--- src/rtl/instr_encoder_pkg.sv ---
// Shared constants for the AVR (ATtiny20 subset) instruction encoder: one-hot
// instruction types, opcode prefixes/suffixes, fixed words and FSM states.
package instr_encoder_pkg;

    localparam int INSTR_WIDTH   = 16;
    localparam int R_ADDR_WIDTH  = 5;
    localparam int PM_ADDR_WIDTH = 10;
    localparam int IMD_WIDTH     = 12;
    localparam int OPCODE_COUNT  = 21;

    typedef logic [OPCODE_COUNT-1:0] opcode_t;

    // One-hot instruction types, identical to the decoder's output encoding
    localparam opcode_t TYPE_ADD     = opcode_t'(1 << 0);
    localparam opcode_t TYPE_ADC     = opcode_t'(1 << 1);
    localparam opcode_t TYPE_SUB     = opcode_t'(1 << 2);
    localparam opcode_t TYPE_AND     = opcode_t'(1 << 3);
    localparam opcode_t TYPE_EOR     = opcode_t'(1 << 4);
    localparam opcode_t TYPE_OR      = opcode_t'(1 << 5);
    localparam opcode_t TYPE_MOV     = opcode_t'(1 << 6);
    localparam opcode_t TYPE_BRBS    = opcode_t'(1 << 7);
    localparam opcode_t TYPE_BRBC    = opcode_t'(1 << 8);
    localparam opcode_t TYPE_LD_Y    = opcode_t'(1 << 9);
    localparam opcode_t TYPE_POP     = opcode_t'(1 << 10);
    localparam opcode_t TYPE_PUSH    = opcode_t'(1 << 11);
    localparam opcode_t TYPE_NEG     = opcode_t'(1 << 12);
    localparam opcode_t TYPE_LDI     = opcode_t'(1 << 13);
    localparam opcode_t TYPE_LDS     = opcode_t'(1 << 14);
    localparam opcode_t TYPE_STS     = opcode_t'(1 << 15);
    localparam opcode_t TYPE_RJMP    = opcode_t'(1 << 16);
    localparam opcode_t TYPE_RCALL   = opcode_t'(1 << 17);
    localparam opcode_t TYPE_RET     = opcode_t'(1 << 18);
    localparam opcode_t TYPE_NOP     = opcode_t'(1 << 19);
    localparam opcode_t TYPE_UNKNOWN = opcode_t'(1 << 20);

    localparam logic [5:0] OPC_ADD_PREFIX   = 6'b000011;
    localparam logic [5:0] OPC_ADC_PREFIX   = 6'b000111;
    localparam logic [5:0] OPC_SUB_PREFIX   = 6'b000110;
    localparam logic [5:0] OPC_AND_PREFIX   = 6'b001000;
    localparam logic [5:0] OPC_EOR_PREFIX   = 6'b001001;
    localparam logic [5:0] OPC_OR_PREFIX    = 6'b001010;
    localparam logic [5:0] OPC_MOV_PREFIX   = 6'b001011;
    localparam logic [5:0] OPC_BRBS_PREFIX  = 6'b111100;
    localparam logic [5:0] OPC_BRBC_PREFIX  = 6'b111101;
    localparam logic [6:0] OPC_LD_Y_PREFIX  = 7'b1000000;
    localparam logic [6:0] OPC_POP_PREFIX   = 7'b1001000;
    localparam logic [6:0] OPC_PUSH_PREFIX  = 7'b1001001;
    localparam logic [6:0] OPC_NEG_PREFIX   = 7'b1001010;
    localparam logic [3:0] OPC_LD_Y_SUFFIX  = 4'b1000;
    localparam logic [3:0] OPC_POP_SUFFIX   = 4'b1111;
    localparam logic [3:0] OPC_PUSH_SUFFIX  = 4'b1111;
    localparam logic [3:0] OPC_NEG_SUFFIX   = 4'b0001;
    localparam logic [3:0] OPC_LDI_PREFIX   = 4'b1110;
    localparam logic [4:0] OPC_LDS_PREFIX   = 5'b10100;
    localparam logic [4:0] OPC_STS_PREFIX   = 5'b10101;
    localparam logic [3:0] OPC_RJMP_PREFIX  = 4'b1100;
    localparam logic [3:0] OPC_RCALL_PREFIX = 4'b1101;

    localparam logic [INSTR_WIDTH-1:0] WORD_RET = 16'h9508;
    localparam logic [INSTR_WIDTH-1:0] WORD_NOP = 16'h0000;

    typedef enum logic [2:0] {
        ST_IDLE,
        ST_ACCEPT,
        ST_WRITE,
        ST_DONE,
        ST_ERR
    } state_t;

    // Two-register ALU form: rr is split around rd
    function automatic logic [INSTR_WIDTH-1:0] rr_form(
        input logic [5:0]              prefix,
        input logic [R_ADDR_WIDTH-1:0] rd,
        input logic [R_ADDR_WIDTH-1:0] rr
    );
        return {prefix, rr[4], rd, rr[3:0]};
    endfunction

endpackage

--- src/rtl/instr_encoder_if.sv ---
// Decoded-field bundle handshake between a field source and the encoder.
interface instr_encoder_if;
    import instr_encoder_pkg::*;

    logic                    in_valid;
    logic                    in_ready;
    logic                    in_last;
    opcode_t                 in_type;
    logic [R_ADDR_WIDTH-1:0] in_rd;
    logic [R_ADDR_WIDTH-1:0] in_rr;
    logic [IMD_WIDTH-1:0]    in_imd;
    logic [2:0]              in_bit;

    modport master (
        output in_valid, in_last, in_type, in_rd, in_rr, in_imd, in_bit,
        input  in_ready
    );

    modport slave (
        input  in_valid, in_last, in_type, in_rd, in_rr, in_imd, in_bit,
        output in_ready
    );

endinterface

--- src/rtl/instr_encode_core.sv ---
// Combinational field packer: decoded fields -> 16-bit instruction word plus
// a flag for bundles the decoder could never have produced.
module instr_encode_core
    import instr_encoder_pkg::*;
(
    input  opcode_t                 in_type,
    input  logic [R_ADDR_WIDTH-1:0] rd,
    input  logic [R_ADDR_WIDTH-1:0] rr,
    input  logic [IMD_WIDTH-1:0]    imd,
    input  logic [2:0]              sreg_bit,
    output logic [INSTR_WIDTH-1:0]  word,
    output logic                    illegal
);

    logic brb_ok;
    logic imd_hi_zero;
    logic lds_ok;

    // Branch offsets must be a sign extension of the 7-bit field
    assign brb_ok      = (imd[11:6] == 6'b000000) || (imd[11:6] == 6'b111111);
    assign imd_hi_zero = (imd[11:8] == 4'h0);
    assign lds_ok      = imd_hi_zero && (imd[7] == ~imd[6]);

    always_comb begin
        word    = '0;
        illegal = 1'b0;
        case (in_type)
            TYPE_ADD:   word = rr_form(OPC_ADD_PREFIX, rd, rr);
            TYPE_ADC:   word = rr_form(OPC_ADC_PREFIX, rd, rr);
            TYPE_SUB:   word = rr_form(OPC_SUB_PREFIX, rd, rr);
            TYPE_AND:   word = rr_form(OPC_AND_PREFIX, rd, rr);
            TYPE_EOR:   word = rr_form(OPC_EOR_PREFIX, rd, rr);
            TYPE_OR:    word = rr_form(OPC_OR_PREFIX, rd, rr);
            TYPE_MOV:   word = rr_form(OPC_MOV_PREFIX, rd, rr);
            TYPE_BRBS: begin
                word    = {OPC_BRBS_PREFIX, imd[6:0], sreg_bit};
                illegal = !brb_ok;
            end
            TYPE_BRBC: begin
                word    = {OPC_BRBC_PREFIX, imd[6:0], sreg_bit};
                illegal = !brb_ok;
            end
            TYPE_LD_Y:  word = {OPC_LD_Y_PREFIX, rd, OPC_LD_Y_SUFFIX};
            TYPE_POP:   word = {OPC_POP_PREFIX, rd, OPC_POP_SUFFIX};
            TYPE_PUSH:  word = {OPC_PUSH_PREFIX, rr, OPC_PUSH_SUFFIX};
            TYPE_NEG:   word = {OPC_NEG_PREFIX, rd, OPC_NEG_SUFFIX};
            TYPE_LDI: begin
                word    = {OPC_LDI_PREFIX, imd[7:4], rd[3:0], imd[3:0]};
                illegal = !rd[4] || !imd_hi_zero;
            end
            // 16-bit LDS/STS only reach 0x40..0xBF, so imd[7] is implied by imd[6]
            TYPE_LDS: begin
                word    = {OPC_LDS_PREFIX, imd[5:4], imd[6], rd[3:0], imd[3:0]};
                illegal = !rd[4] || !lds_ok;
            end
            TYPE_STS: begin
                word    = {OPC_STS_PREFIX, imd[5:4], imd[6], rr[3:0], imd[3:0]};
                illegal = !rr[4] || !lds_ok;
            end
            TYPE_RJMP:  word = {OPC_RJMP_PREFIX, imd};
            TYPE_RCALL: word = {OPC_RCALL_PREFIX, imd};
            TYPE_RET:   word = WORD_RET;
            TYPE_NOP:   word = WORD_NOP;
            default:    illegal = 1'b1;
        endcase
    end

endmodule

--- src/rtl/instr_encoder.sv ---
// Program loader: accepts decoded field bundles, encodes them and writes the
// words to consecutive program memory addresses, one word per two cycles.
module instr_encoder
    import instr_encoder_pkg::*;
(
    input  logic                     clk,
    input  logic                     reset,
    input  logic                     start,
    input  logic [PM_ADDR_WIDTH-1:0] base_addr,
    instr_encoder_if.slave           in_bus,
    output logic                     pm_we,
    output logic [PM_ADDR_WIDTH-1:0] pm_addr,
    output logic [INSTR_WIDTH-1:0]   pm_wdata,
    output logic [PM_ADDR_WIDTH:0]   word_count,
    output logic                     done,
    output logic                     err,
    output logic                     wrap
);

    state_t                   state_reg, state_next;
    logic [PM_ADDR_WIDTH-1:0] addr_reg, addr_next;
    logic                     last_reg, last_next;
    logic                     pm_we_reg, pm_we_next;
    logic [PM_ADDR_WIDTH-1:0] pm_addr_reg, pm_addr_next;
    logic [INSTR_WIDTH-1:0]   pm_wdata_reg, pm_wdata_next;
    logic [PM_ADDR_WIDTH:0]   word_count_reg, word_count_next;
    logic                     done_reg, done_next;
    logic                     err_reg, err_next;
    logic                     wrap_reg, wrap_next;
    logic                     in_ready_c;

    logic [INSTR_WIDTH-1:0]   enc_word;
    logic                     enc_illegal;

    instr_encode_core u_core (
        .in_type  (in_bus.in_type),
        .rd       (in_bus.in_rd),
        .rr       (in_bus.in_rr),
        .imd      (in_bus.in_imd),
        .sreg_bit (in_bus.in_bit),
        .word     (enc_word),
        .illegal  (enc_illegal)
    );

    always_ff @(posedge clk or posedge reset) begin
        if (reset) begin
            state_reg      <= ST_IDLE;
            addr_reg       <= '0;
            last_reg       <= 1'b0;
            pm_we_reg      <= 1'b0;
            pm_addr_reg    <= '0;
            pm_wdata_reg   <= '0;
            word_count_reg <= '0;
            done_reg       <= 1'b0;
            err_reg        <= 1'b0;
            wrap_reg       <= 1'b0;
        end else begin
            state_reg      <= state_next;
            addr_reg       <= addr_next;
            last_reg       <= last_next;
            pm_we_reg      <= pm_we_next;
            pm_addr_reg    <= pm_addr_next;
            pm_wdata_reg   <= pm_wdata_next;
            word_count_reg <= word_count_next;
            done_reg       <= done_next;
            err_reg        <= err_next;
            wrap_reg       <= wrap_next;
        end
    end

    always_comb begin
        state_next      = state_reg;
        addr_next       = addr_reg;
        last_next       = last_reg;
        pm_we_next      = pm_we_reg;
        pm_addr_next    = pm_addr_reg;
        pm_wdata_next   = pm_wdata_reg;
        word_count_next = word_count_reg;
        done_next       = done_reg;
        err_next        = err_reg;
        wrap_next       = wrap_reg;
        in_ready_c      = 1'b0;
        case (state_reg)
            ST_IDLE, ST_DONE, ST_ERR: begin
                if (start) begin
                    state_next      = ST_ACCEPT;
                    addr_next       = base_addr;
                    word_count_next = '0;
                    done_next       = 1'b0;
                    err_next        = 1'b0;
                    wrap_next       = 1'b0;
                end
            end
            ST_ACCEPT: begin
                in_ready_c = 1'b1;
                if (in_bus.in_valid) begin
                    if (enc_illegal) begin
                        err_next   = 1'b1;
                        state_next = ST_ERR;
                    end else begin
                        pm_wdata_next = enc_word;
                        pm_addr_next  = addr_reg;
                        pm_we_next    = 1'b1;
                        last_next     = in_bus.in_last;
                        state_next    = ST_WRITE;
                    end
                end
            end
            ST_WRITE: begin
                pm_we_next      = 1'b0;
                addr_next       = addr_reg + PM_ADDR_WIDTH'(1);
                word_count_next = word_count_reg + (PM_ADDR_WIDTH + 1)'(1);
                if (&addr_reg) begin
                    wrap_next = 1'b1;
                end
                if (last_reg) begin
                    done_next  = 1'b1;
                    state_next = ST_DONE;
                end else begin
                    state_next = ST_ACCEPT;
                end
            end
            default: state_next = ST_IDLE;
        endcase
    end

    assign in_bus.in_ready = in_ready_c;
    assign pm_we           = pm_we_reg;
    assign pm_addr         = pm_addr_reg;
    assign pm_wdata        = pm_wdata_reg;
    assign word_count      = word_count_reg;
    assign done            = done_reg;
    assign err             = err_reg;
    assign wrap            = wrap_reg;

endmodule

--- src/flat_wrapper.sv ---
// flat-port wrapper written by rule: the top's interface ports become plain ports
module instr_encoder_flat import instr_encoder_pkg::*;
  (clk, reset, start, base_addr, pm_we, pm_addr, pm_wdata, word_count, done, err, wrap, in_bus_in_valid, in_bus_in_last, in_bus_in_type, in_bus_in_rd, in_bus_in_rr, in_bus_in_imd, in_bus_in_bit, in_bus_in_ready);
  instr_encoder_if in_bus_i ();
  input  logic clk;
  input  logic reset;
  input  logic start;
  input  logic [PM_ADDR_WIDTH-1:0] base_addr;
  output logic pm_we;
  output logic [PM_ADDR_WIDTH-1:0] pm_addr;
  output logic [INSTR_WIDTH-1:0] pm_wdata;
  output logic [PM_ADDR_WIDTH:0] word_count;
  output logic done;
  output logic err;
  output logic wrap;
  input wire logic [$bits(in_bus_i.in_valid)-1:0] in_bus_in_valid;
  input wire logic [$bits(in_bus_i.in_last)-1:0] in_bus_in_last;
  input wire logic [$bits(in_bus_i.in_type)-1:0] in_bus_in_type;
  input wire logic [$bits(in_bus_i.in_rd)-1:0] in_bus_in_rd;
  input wire logic [$bits(in_bus_i.in_rr)-1:0] in_bus_in_rr;
  input wire logic [$bits(in_bus_i.in_imd)-1:0] in_bus_in_imd;
  input wire logic [$bits(in_bus_i.in_bit)-1:0] in_bus_in_bit;
  output wire logic [$bits(in_bus_i.in_ready)-1:0] in_bus_in_ready;
  assign in_bus_i.in_valid = in_bus_in_valid;
  assign in_bus_i.in_last = in_bus_in_last;
  assign in_bus_i.in_type = in_bus_in_type;
  assign in_bus_i.in_rd = in_bus_in_rd;
  assign in_bus_i.in_rr = in_bus_in_rr;
  assign in_bus_i.in_imd = in_bus_in_imd;
  assign in_bus_i.in_bit = in_bus_in_bit;
  assign in_bus_in_ready = in_bus_i.in_ready;
  instr_encoder u_core (.clk(clk), .reset(reset), .start(start), .base_addr(base_addr), .in_bus(in_bus_i), .pm_we(pm_we), .pm_addr(pm_addr), .pm_wdata(pm_wdata), .word_count(word_count), .done(done), .err(err), .wrap(wrap));
endmodule
--- config.mk ---
export PLATFORM = sky130hd
export DESIGN_NAME = instr_encoder_flat
export DESIGN_NICKNAME = d
export VERILOG_FILES = /design/src/rtl/instr_encoder_pkg.sv /design/src/rtl/instr_encoder_if.sv /design/src/rtl/instr_encode_core.sv /design/src/rtl/instr_encoder.sv /design/src/flat_wrapper.sv
export SDC_FILE = /design/constraint.sdc
export NUM_CORES = 1
export LEC_CHECK = 0
export ABC_AREA = 1
export BUFFER_PORTS_ARGS = -buffer_cell sky130_fd_sc_hd__clkbuf_2
export CAP_MARGIN = 25
export CORE_ASPECT_RATIO = 0.7
export CORE_UTILIZATION = 57
export DETAILED_ROUTE_END_ITERATION = 6
export HOLD_SLACK_MARGIN = 0.06
export PLACE_DENSITY = 0.95
export SLEW_MARGIN = 25
export SYNTH_ARGS = -nofsm -noshare
export SYNTH_HDL_FRONTEND = slang
export SYNTH_SLANG_ARGS = --single-unit
--- constraint.sdc ---
create_clock -name clk -period 3.8 [get_ports clk]
set_input_delay 0.38 -clock clk [delete_from_list [all_inputs] [get_ports clk]]
set_output_delay 0.38 -clock clk [all_outputs]
set_load 0.01 [all_outputs]
# --- Word-level counts from Yosys, hierarchy flattened ---
# Index checks and enable logic that the tools add are counted.
word_totals:
  register_bits: 55
  inputBits: 61
op_classes:
  bitwise: 2
  n_reduce_logical: 27
  mux: 23
  add_sub_neg: 2
  n_eq_ne: 32
op_table:
  columns: ["cell", "n"]
  rows:
  - ["one-hot mux 16 bit (19 select lines)", 1]
  - ["one-hot mux 11 bit (2 select lines)", 1]
  - ["equality test 21 x 1 -> 1 bit, second input constant", 1]
  - ["equality test 21 x 10 -> 1 bit, second input constant", 1]
  - ["equality test 21 x 11 -> 1 bit, second input constant", 1]
  - ["equality test 21 x 12 -> 1 bit, second input constant", 1]
  - ["equality test 21 x 13 -> 1 bit, second input constant", 1]
  - ["equality test 21 x 14 -> 1 bit, second input constant", 1]
  - ["equality test 21 x 15 -> 1 bit, second input constant", 1]
  - ["equality test 21 x 16 -> 1 bit, second input constant", 1]
  - ["equality test 21 x 17 -> 1 bit, second input constant", 1]
  - ["equality test 21 x 18 -> 1 bit, second input constant", 1]
  - ["equality test 21 x 19 -> 1 bit, second input constant", 1]
  - ["equality test 21 x 2 -> 1 bit, second input constant", 1]
  - ["equality test 21 x 20 -> 1 bit, second input constant", 1]
  - ["equality test 21 x 3 -> 1 bit, second input constant", 1]
  - ["equality test 21 x 4 -> 1 bit, second input constant", 1]
  - ["equality test 21 x 5 -> 1 bit, second input constant", 1]
  - ["equality test 21 x 6 -> 1 bit, second input constant", 1]
  - ["equality test 21 x 7 -> 1 bit, second input constant", 1]
  - ["equality test 21 x 8 -> 1 bit, second input constant", 1]
  - ["equality test 21 x 9 -> 1 bit, second input constant", 1]
  - ["one-hot mux 10 bit (2 select lines)", 1]
  - ["OR reduction 15 bit", 1]
  - ["other kinds (31)", 62]

# --- Logic depth before layout (Yosys ltp) ---
# Gate-level depths: netlist of run 1.
depth:
  ltp_word: 9
  depth_mapped: 15
  depth_no_buf: 15

# --- Hierarchy ---
# Synthesis of run 1 repeated with hierarchy kept, for this count alone.
unflattened:
  hier_cells: 578
  area_unflattened_um2: 4046.4
modules_own_cells:
  columns: ["module", "seq_area_each_um2", "area_each_um2", "cells_per_inst", "n_inst"]
  rows:
  - ["instr_encoder", 1376.3, 2802.7, 327, 1]
  - ["instr_encode_core", 0.0, 1243.7, 251, 1]

# --- Worst setup path before layout of run 1 ---
# Ideal clock, no wire load.
synth_timing:
  path_type: "input to register"
  startpoint: "input in_bus_in_type[0]"
  endpoint: "register u_core.pm_wdata_reg[3], in the netlist u_core.pm_wdata[3]"
  path_stages: 13
  t_required_ns: 3.683
  path_slack_ns: 1.998
  t_arrival_ns: 1.685
  path_cell_list: "nor2_1 > nand2_2 > inv_1 > nand2_1 > nor2_4 > nand2_1 > nand2_4 > nor2_1 > nand3_2 > nand4_4 > buf_4 > nor2_1 > nor2_1"
synth_between:
  elab_chain_cells: 5
  word_cells_on_any_way: 26
  classes_between: "eq/ne: 20; mux: 2; bitwise: 1; reduce/logical: 3"
synth_lines:
  columns: ["item", "line_no", "rtl"]
  rows:
  - ["from (decl)", "flat_wrapper.sv:18", "input wire logic [$bits(in_bus_i.in_type)-1:0] in_bus_in_type;"]
  - ["equality test 21 x 20 -> 1 bit (tied with other cells)", "instr_encode_core.sv:27", "case (in_type)"]
  - ["OR reduction 15 bit (no source line) or OR reduction 2 bit (tied branches)", null, null]
  - ["one-hot mux 1 bit (5 select lines)", "instr_encode_core.sv:27", null]
  - ["inverter 1 bit (no source line)", null, null]
  - ["AND reduction 3 bit (no source line)", null, null]
  - ["to (signal assigned)", "instr_encoder.sv:63", "pm_wdata_reg <= pm_wdata_next;"]
  - ["to (decl)", "instr_encoder.sv:25", "logic [INSTR_WIDTH-1:0] pm_wdata_reg, pm_wdata_next;"]
# Parallel ways exist; a longest one is shown, timed or not.
# A chain may end at the register's enable or synchronous reset.

# --- Worst setup path in the final report of run 1 ---
layout_timing:
  startpoint: "register u_core.state_reg[0]"
  endpoint: "register u_core.addr_reg[5]"
layout_between:
  elab_chain_cells: 4
  word_cells_on_any_way: 9
  classes_between: "eq/ne: 4; mux: 1; reduce/logical: 4"
layout_lines:
  columns: ["item", "line_no", "rtl"]
  rows:
  - ["from (decl)", "instr_encoder.sv:20", "state_t state_reg, state_next;"]
  - ["from (signal assigned)", "instr_encoder.sv:58", "state_reg <= state_next;"]
  - ["equality test 3 x 2 -> 1 bit (tied with other cells)", "instr_encoder.sv:83", "case (state_reg)"]
  - ["OR reduction 3 bit", "instr_encoder.sv:83", null]
  - ["inequality test 2 bit (no source line) or nonzero test 2 bit (tied branches)", null, null]
  - ["AND reduction 2 bit (no source line)", null, null]
  - ["to (signal assigned)", "instr_encoder.sv:59", "addr_reg <= addr_next;"]
  - ["to (decl)", "instr_encoder.sv:21", "logic [PM_ADDR_WIDTH-1:0] addr_reg, addr_next;"]
# Parallel ways exist; a longest one is shown, timed or not.

==> results of run 1 <==
==> power by group through the flow <==
stage / registers [mW] / logic, mW / clock network [mW]
after floorplan: 0.700 / 0.247 / 0
after global placement: 0.707 / 0.348 / 0
after detailed placement: 0.713 / 0.366 / 0
after CTS: 0.703 / 0.373 / 0.384
after global routing: 0.714 / 0.420 / 0.407
final: 0.706 / 0.380 / 0.388
==> worst min-delay path: cells and delay by family <==
family / cells / cell delay (ns)
AOI/OAI and AO/OA: 1 / 0.06
buffers and inverters: 1 / 0.07
and+or+nand+nor: 1 / 0.04
==> cell usage after synthesis (all sizes together), types with 2 or more instances <==
master	number
o31ai	3
a21oi	22
clkbuf	2
nand2	161
o211ai	4
o221ai	4
buf	7
nor2	87
nand3	37
nor3	5
xnor2	2
o21ai	33
o22ai	5
clkinv	2
nand4	7
a22o	2
dfrtp	55
and3	2
inv	80
o211a	3
ha	4
==> per-layer routing <==
layer / routed length [microns] / vias to the layer above
li1: - / 1922
met5: 0 / -
met1: 4360 / 1826
met2: 4720 / 282
met4: 187 / 0
met3: 1130 / 28
==> path summary, 6_finish.rpt <==
kind / start / end / slack (ns) / cells after the start
setup / recovery: u_core.state_reg[0] / u_core.addr_reg[5] / 1.36 / 8
hold / removal: base_addr[7] / u_core.addr_reg[7] / 0.28 / 3
setup reg to reg: u_core.state_reg[0] / u_core.addr_reg[5] / 1.36 / 8
hold reg to reg: u_core.pm_addr[0] / u_core.pm_addr[0] / 0.51 / 2
max in group asynchronous: reset / u_core.pm_addr[7] / 2.49 / 4
min in group asynchronous: reset / u_core.pm_wdata[0] / 0.50 / 3
==> logic make-up (layout without fill, tap and decap cells) <==
logic type | after synthesis | after routing | share of synthesized area, %
AOI/OAI and AO/OA | 82 | 82 | 13.6
adders and majority gates | 4 | 4 | 1.38
DFF | 55 | 55 | 37.9
and+or+nand+nor | 301 | 301 | 36.5
xor gates and xnor gates | 3 | 3 | 0.724
buffers and inverters | 91 | 194 | 9.89
==> final cells by class <==
| cell class | instances | area [sq um] |
|---|---|---|
| fillers | 453 | 1610 |
| inverters | 82 | 308 |
| repair buffers | 105 | 536 |
| multi-input cells | 390 | 1900 |
| flip-flops and latches | 55 | 1380 |
| clock inverters | 2 | 37.5 |
| clock buffers | 5 | 68.8 |
| well taps | 75 | 93.8 |
==> per-stage QoR <==
step	instances	total power [mW]	util, %	setup slack [ns]
2_1_floorplan	536	0.947	-	2.00
3_3_place_gp	706	1.06	70.9	1.22
3_5_place_dp	706	1.08	70.9	1.11
4_1_cts	714	1.46	72.9	1.43
5_1_grt	714	1.54	72.9	1.08
6_report	714	1.47	72.9	1.36
==> timing repair <==
action | CTS | global route
hold buffers | 1 | 0
hold endpoints to repair | 9 | 0
setup endpoints to repair | 0 | 0
==> flow_summary.ini, run 1 <==
[clock_tree]
cts_tree = yes
clock_sinks = 55
cts.htree.levels = 2
cts_buffer_depth = 2
clkTransAtPathRegs_ns = 0.10
root_buffer = clkbuf_8
cts_setup_buffers = 0
cts_buffers = 5
cts_resized = 0
clkLatencyLatePin_ns = 0.31

[run]
drv_cap = 0

[floorplanning]
die_h_microns = 68.8
start_util_pct = 61.2
rows = 23
die_x_microns = 97.4
design.die.area_sq_um = 6700
coreArea_sq_um = 5930
pin_count = 103

[synthesis]
yosys.area.top_type = dfrtp_1
synth_area_leaders = dfrtp_1 38%, nand2_1 16%, inv_1 7.9%, nor2_1 7.4%, nand3_1 5.0%
ys_types = 41
async_reset_ff_share_pct = 100
synth_top_area_share_pct = 37.9
yosysWarnings = 0
synth_edf_count = 0
netlist_instances = 536
syn_nets = 601
ys_seq_area_share_pct = 37.9
syn_area_sq_um = 3630
synth_ff_type = dfrtp_1
synth.ff_latch_count = 55
syn_area_per_cell_sq_um = 6.77

[power]
p_clk_share_pct = 26.3
p_int_uw = 971
switching_share_pct = 34.1
comb_power_share_pct = 25.8
peakVddDrop_mv = 0.310
power_frac_seq_pct = 47.9
switchingPower_uw = 502
p_leak_nw = 2.48
powerDensity_nw_per_um2 = 341

[sta]
fin_setup_tns_ns = 0
rsz0062_at_grt = false
fin_crit_ns = 2.44
tightest_slew_ns = 0.709
hold_ws_ns = 0.283
slew_viol_final = 0
setup_viol_count_final = 0
relSlewSlack_pct = 52.6
post-route-period-util_pct = 64.2
hold_violations = 0
fmax_ghz = 0.410
skew_ns = 0.00548

[place]
globalplace.congestion = 0.958
port_buffers = 102
dpl_cell_area_sq_um = 4200
hpwl_microns = 8090

[worst_setup_path]
cpMaxStageDelayCell = nor2_1
critPathCaptureType = register
cp-start-kind = register
crit_type = reg -> reg
crit_path_frequent_cell = nor2_1
cp_top_family = simple AND/OR/NAND/NOR gates
crit_fanout = 13
cp.arrival_ns = 2.61
path_cells = inv_1 -> nor2_1 -> nand2_1 -> o21a_1 -> nor2_1 -> nor2_1 -> inv_1 -> o221ai_1
crit_required_ns = 3.96
critPathBufInv = 2
cpPeakStageDelay_ns = 0.46

[global_route]
use_met3_pct = 5.65
overflow = 0
grt_pass1_vias = 3635
grt.busiest_layer = met2
grt_max_degree = 54
grt_pass1_wl_microns = 16500
grt.met2_usage_pct = 53.6
grtUsageTotal_pct = 31.3
grt_antenna_before_repair = 0
grt_use_met1_pct = 41.8

[drt]
wl_per_cell_microns = 14.6
wirelength_microns = 10400
drtPass1Iterations = 5
dr_total_vias = 4058
drc = 0
vias_per_cell = 5.68
drt_iter0_drc = 373
postRouteAntennaNets = 0

[layout]
syn_to_final_growth_pct = 19.0
antenna_cells = 0
finish.instance_area_sq_um = 4320
largest_reg_flops = 16
layout_common_cells = 152 x nand2_1, 102 x clkbuf_2, 75 x inv_1
layout_commonest_cell = nand2_1
nNetsFinal = 704
drive_gt1_share_pct = 22.7

[run_status]
status = completed

[hold_path]
min_path_type = in -> reg
Power figures use the tool's default switching activity.
==> run 2: changes to the inputs <==
CORE_UTILIZATION = 53   (was 57)
PLACE_DENSITY = 0.9   (was 0.95)
clock period = 2.27 ns   (was 3.8 ns; I/O delays follow)
==> run 2 against run 1 <==
Sequential share of layout area down 0.51 points; non-clock buffer count up 6; clock power up 51%.
==> flow_summary.ini, run 2 (same netlist as run 1, synthesis figures left out) <==
[run_status]
status = completed

[worst_setup_path]
cp.arrival_ns = 2.04
crit_required_ns = 2.48
crit_type = in -> reg
critPathCaptureType = register
crit_fanout = 46
r2r_slack_ns = 0.52
reg2reg_depth = 8
cp-start-kind = primary input

[place]
port_buffers = 102
hpwl_microns = 8080
dpl_cell_area_sq_um = 4280
globalplace.congestion = 0.956

[global_route]
grt_max_degree = 47
grt_pass1_wl_microns = 16600
grtUsageTotal_pct = 29.3
grt_antenna_before_repair = 0
overflow = 0
grt_pass1_vias = 3664

[drt]
drc = 0
wl_per_cell_microns = 13.7
wirelength_microns = 10100
postRouteAntennaNets = 0
vias_per_cell = 5.35
dr_total_vias = 3944
drt_iter0_drc = 322
drtPass1Iterations = 5

[sta]
relSlewSlack_pct = 66.0
post-route-period-util_pct = 80.5
hold_ws_ns = 0.115
tightest_slew_ns = 0.505
fmax_ghz = 0.547
skew_ns = 0.0175
fin_crit_ns = 1.83
setup_viol_count_final = 0
hold_violations = 0
fin_setup_tns_ns = 0
rsz0062_at_grt = false
slew_viol_final = 0

[hold_path]
min_path_type = in -> reg
hold_depth = 3

[layout]
antenna_cells = 0
largest_reg_flops = 16
fill_cells = 583
drive_gt1_share_pct = 23.5
syn_to_final_growth_pct = 20.9
layout_commonest_cell = nand2_1
layout_common_cells = 152 x nand2_1, 102 x clkbuf_2, 75 x inv_1
nNetsFinal = 710
finish.instance_area_sq_um = 4390

[clock_tree]
clkLatencyLatePin_ns = 0.32
cts_buffers = 5
cts_tree = yes
clock_sinks = 55
cts_buffer_depth = 2
cts.htree.levels = 2
root_buffer = clkbuf_8
cts_resized = 0
clkTransAtPathRegs_ns = 0.11

[floorplanning]
coreArea_sq_um = 6430
rows = 24
die_x_microns = 101
pin_count = 103
design.die.area_sq_um = 7190
start_util_pct = 56.5
die_h_microns = 71.3

[power]
p_clk_share_pct = 24.4
p_int_mw = 1.56
switching_share_pct = 34.7
switchingPower_uw = 831
power_frac_seq_pct = 49.1
total_power_mw = 2.39
comb_power_share_pct = 26.5
powerDensity_nw_per_um2 = 545
p_leak_nw = 2.51
peakVddDrop_mv = 0.449

[run]
drv_cap = 0
==> run 2: path summary, 6_finish.rpt <==
kind,startpoint,endpoint
max,in_bus_in_type[8],u_core.pm_wdata[1]
max reg2reg,u_core.word_count[0],u_core.word_count[10]
min reg2reg,u_core.err,u_core.err
min in group asynchronous,reset,u_core.pm_addr[4]
min,base_addr[7],u_core.addr_reg[7]
max in group asynchronous,reset,u_core.state_reg[2]
==> run 2: critical path: stages <==
cell and delay [ns]:
clkbuf_2 0.11, nor2_1 0.17, nand2_2 0.13, nor2_1 0.30, nand3_1 0.16, nand3_1 0.18
nor2_4 0.09, nand3_2 0.11, nand4_4 0.14, buf_12 0.23, nor2_1 0.11, nor2_1 0.05
==> run 2: area by class of cell <==
cell class / count / area (sq um) / share of cell area (%)
Clock buffer: 6 / 82.6 / 1.88
Clock inverter: 2 / 16.3 / 0.370
Inverter: 82 / 308 / 7.01
Multi-Input combinational cell: 390 / 1900 / 43.3
Sequential cell: 55 / 1380 / 31.3
Tap cell: 91 / 114 / 2.59
Timing Repair Buffer: 111 / 593 / 13.5
==> run 2: what timing repair did <==
action,in CTS,in global routing
hold buffers,1,0
setup buffers,0,0
endpoints found under the hold margin,15,0
==> run 2: through the flow <==
step	cells	setup slack [ns]	util (%)
after global routing	737	0.268	68.3
after global placement	728	0.223	66.6
after detailed placement	728	0.146	66.6
after CTS	737	0.475	68.3
after floorplan	536	0.596	-
final	737	0.443	68.3
==> run 2: power by group through the flow <==
stage | Combinational (mW) | Clock [mW] | Sequential (mW)
finish | 0.634 | 0.584 | 1.18
global route | 0.717 | 0.616 | 1.19
CTS | 0.629 | 0.578 | 1.17
detailed placement | 0.625 | 0 | 1.19
global placement | 0.601 | 0 | 1.18
floorplan | 0.414 | 0 | 1.17
==> run 2: layer usage <==
metal,GRT usage [%],up-vias,part of all wire [%]
li1,-,1934,-
met1,43.0,1804,48
met2,45.8,190,43
met3,5.17,16,8.1
met4,6.44,0,1.1
met5,0,-,0
==> run 3: changes to the inputs <==
clock period = 1.9 ns   (was 2.27 ns; I/O delays follow)
==> run 3 against run 2 <==
The run now ends with design-rule violations left; worst setup slack got worse by 0.29 ns; design area increased by 2.4%; combinational power increased by 24%; count of clock-buffer cells in the layout decreased by 1; routed wire length decreased by 0.84%; flip-flop and latch count unchanged; hold slack got worse by 0.036 ns; sequential share of layout area decreased by 0.73 points; via count increased by 0.68%; global-route usage increased by 0.63 points; core utilization increased by 1.6 points.
==> flow_summary.ini, run 3 (same netlist as run 1, synthesis figures left out) <==
[worst_setup_path]
crit_required_ns = 2.12
cp-start-kind = primary input
crit_fanout = 42
r2r_slack_ns = 0.20
regToRegStartpoint = u_core.addr_reg[0]
reg2reg_depth = 10
crit_path_start = in_bus_in_type[8]
crit_type = in -> reg
cp.arrival_ns = 1.97
critPathCaptureType = register
r2r-end = u_core.addr_reg[8]

[hold_path]
hold_end = u_core.last_reg
min_path_type = in -> reg
hold_start = in_bus_in_last
hold_depth = 3

[sta]
relSlewSlack_pct = 64.7
skew_ns = 0.00653
fin_crit_ns = 1.75
tightest_slew_ns = 0.524
post-route-period-util_pct = 92.0
slew_viol_final = 0
fmax_ghz = 0.572
setup_viol_count_final = 0
hold_ws_ns = 0.0793
hold_violations = 0
setup_ws_ns = 0.152

[clock_tree]
clkLatencyLatePin_ns = 0.32
clkTransAtPathRegs_ns = 0.10
clock_sinks = 55
cts_buffers = 5
cts_resized = 0
cts_tree = yes
root_buffer = clkbuf_8
cts.htree.levels = 2
cts_buffer_depth = 2

[run]
drv_cap = 0

[global_route]
grt_pass1_wl_microns = 16900
grtUsageTotal_pct = 30.0
grt_pass1_vias = 3730
grt_max_degree = 43
overflow = 0
grt_antenna_before_repair = 0

[layout]
fin_cells = 750
largest_reg_flops = 16
drive_gt1_share_pct = 25.0
nNetsFinal = 723
fill_cells = 560
layout_commonest_cell = nand2_1
syn_to_final_growth_pct = 23.8
layout_common_cells = 152 x nand2_1, 102 x clkbuf_2, 75 x inv_1
antenna_cells = 0

[drt]
drt_iter0_drc = 388
dr_total_vias = 3971
vias_per_cell = 5.29
drtPass1Iterations = 7
drc = 1
wirelength_microns = 10000
wl_per_cell_microns = 13.4
postRouteAntennaNets = 0

[place]
port_buffers = 102
dp_cells = 740
hpwl_microns = 8060
globalplace.congestion = 1.01
dp_slack_ns = -0.133

[floorplanning]
coreArea_sq_um = 6430
die_h_microns = 71.3
rows = 24
start_util_pct = 56.5
pin_count = 103
design.die.area_sq_um = 7190
die_x_microns = 101

[run_status]
status = complete, but fails checks
failed_checks = design-rule violations

[power]
powerDensity_nw_per_um2 = 636
peakVddDrop_mv = 0.476
p_leak_nw = 2.58
total_power_mw = 2.86
## run 3: worst max-delay path by stage
stage | endpoint | cells past startpoint
4_1_cts | u_core.addr_reg[0] | 9
2_1_floorplan | u_core.addr_reg[6] | 8
5_1_grt | u_core.addr_reg[9] | 10
3_5_place_dp | u_core.pm_wdata[0] | 12
3_3_place_gp | u_core.pm_wdata[6] | 12
6_report | u_core.pm_wdata[1] | 12
## run 3: layer usage
metal,global-route usage [%],vias to the layer above,routed length [microns]
li1,-,1964,-
met1,41.8,1776,4470
met2,47.3,209,4380
met5,0,-,0
met3,7.51,22,1040
met4,7.09,0,133
## run 3: per-stage QoR
stage          setup TNS [ns]  utilization (%)  area [sq um]
2_1_floorplan               0                -          3630
3_3_place_gp                0             68.2          4380
3_5_place_dp            -2.45             68.2          4380
4_1_cts                     0             69.8          4490
5_1_grt               -0.0107             70.0          4500
6_report                    0             70.0          4500
## run 3: final cells by class
class / count / area [sq um] / area share, %
Clock inverter: 3 / 25.0 / 0.557
Clock buffer: 5 / 68.8 / 1.53
Tap cell: 91 / 114 / 2.53
Multi-Input combinational cell: 390 / 1900 / 42.3
Sequential cell: 55 / 1380 / 30.6
Inverter: 82 / 308 / 6.85
Timing Repair Buffer: 124 / 703 / 15.6
## run 3: where the power goes
part           internal (mW)  leakage, nW  total [mW]  switching, mW
logic                  0.291         1.84       0.787          0.496
registers               1.30        0.692        1.40          0.103
clock network          0.264       0.0443       0.669          0.404
total                   1.85         2.58        2.86           1.00
## run 3: timing repair
item / 4_1_cts / 5_1_grt
hold endpoints to repair: 23 / 0
endpoints found under the setup margin: 0 / 1
buffers inserted: 0 / 1
hold buffers: 1 / 0
## run 3: worst max-delay path: stages
cell      delay [ns]
clkbuf_2        0.09
nor2_1          0.19
nand2_2         0.14
nor2_1          0.32
nand3_1         0.18
nand3_1         0.18
nor2_4          0.05
nand3_2         0.10
nand4_4         0.12
buf_12          0.21
nor2_1          0.11
nor2_1          0.06
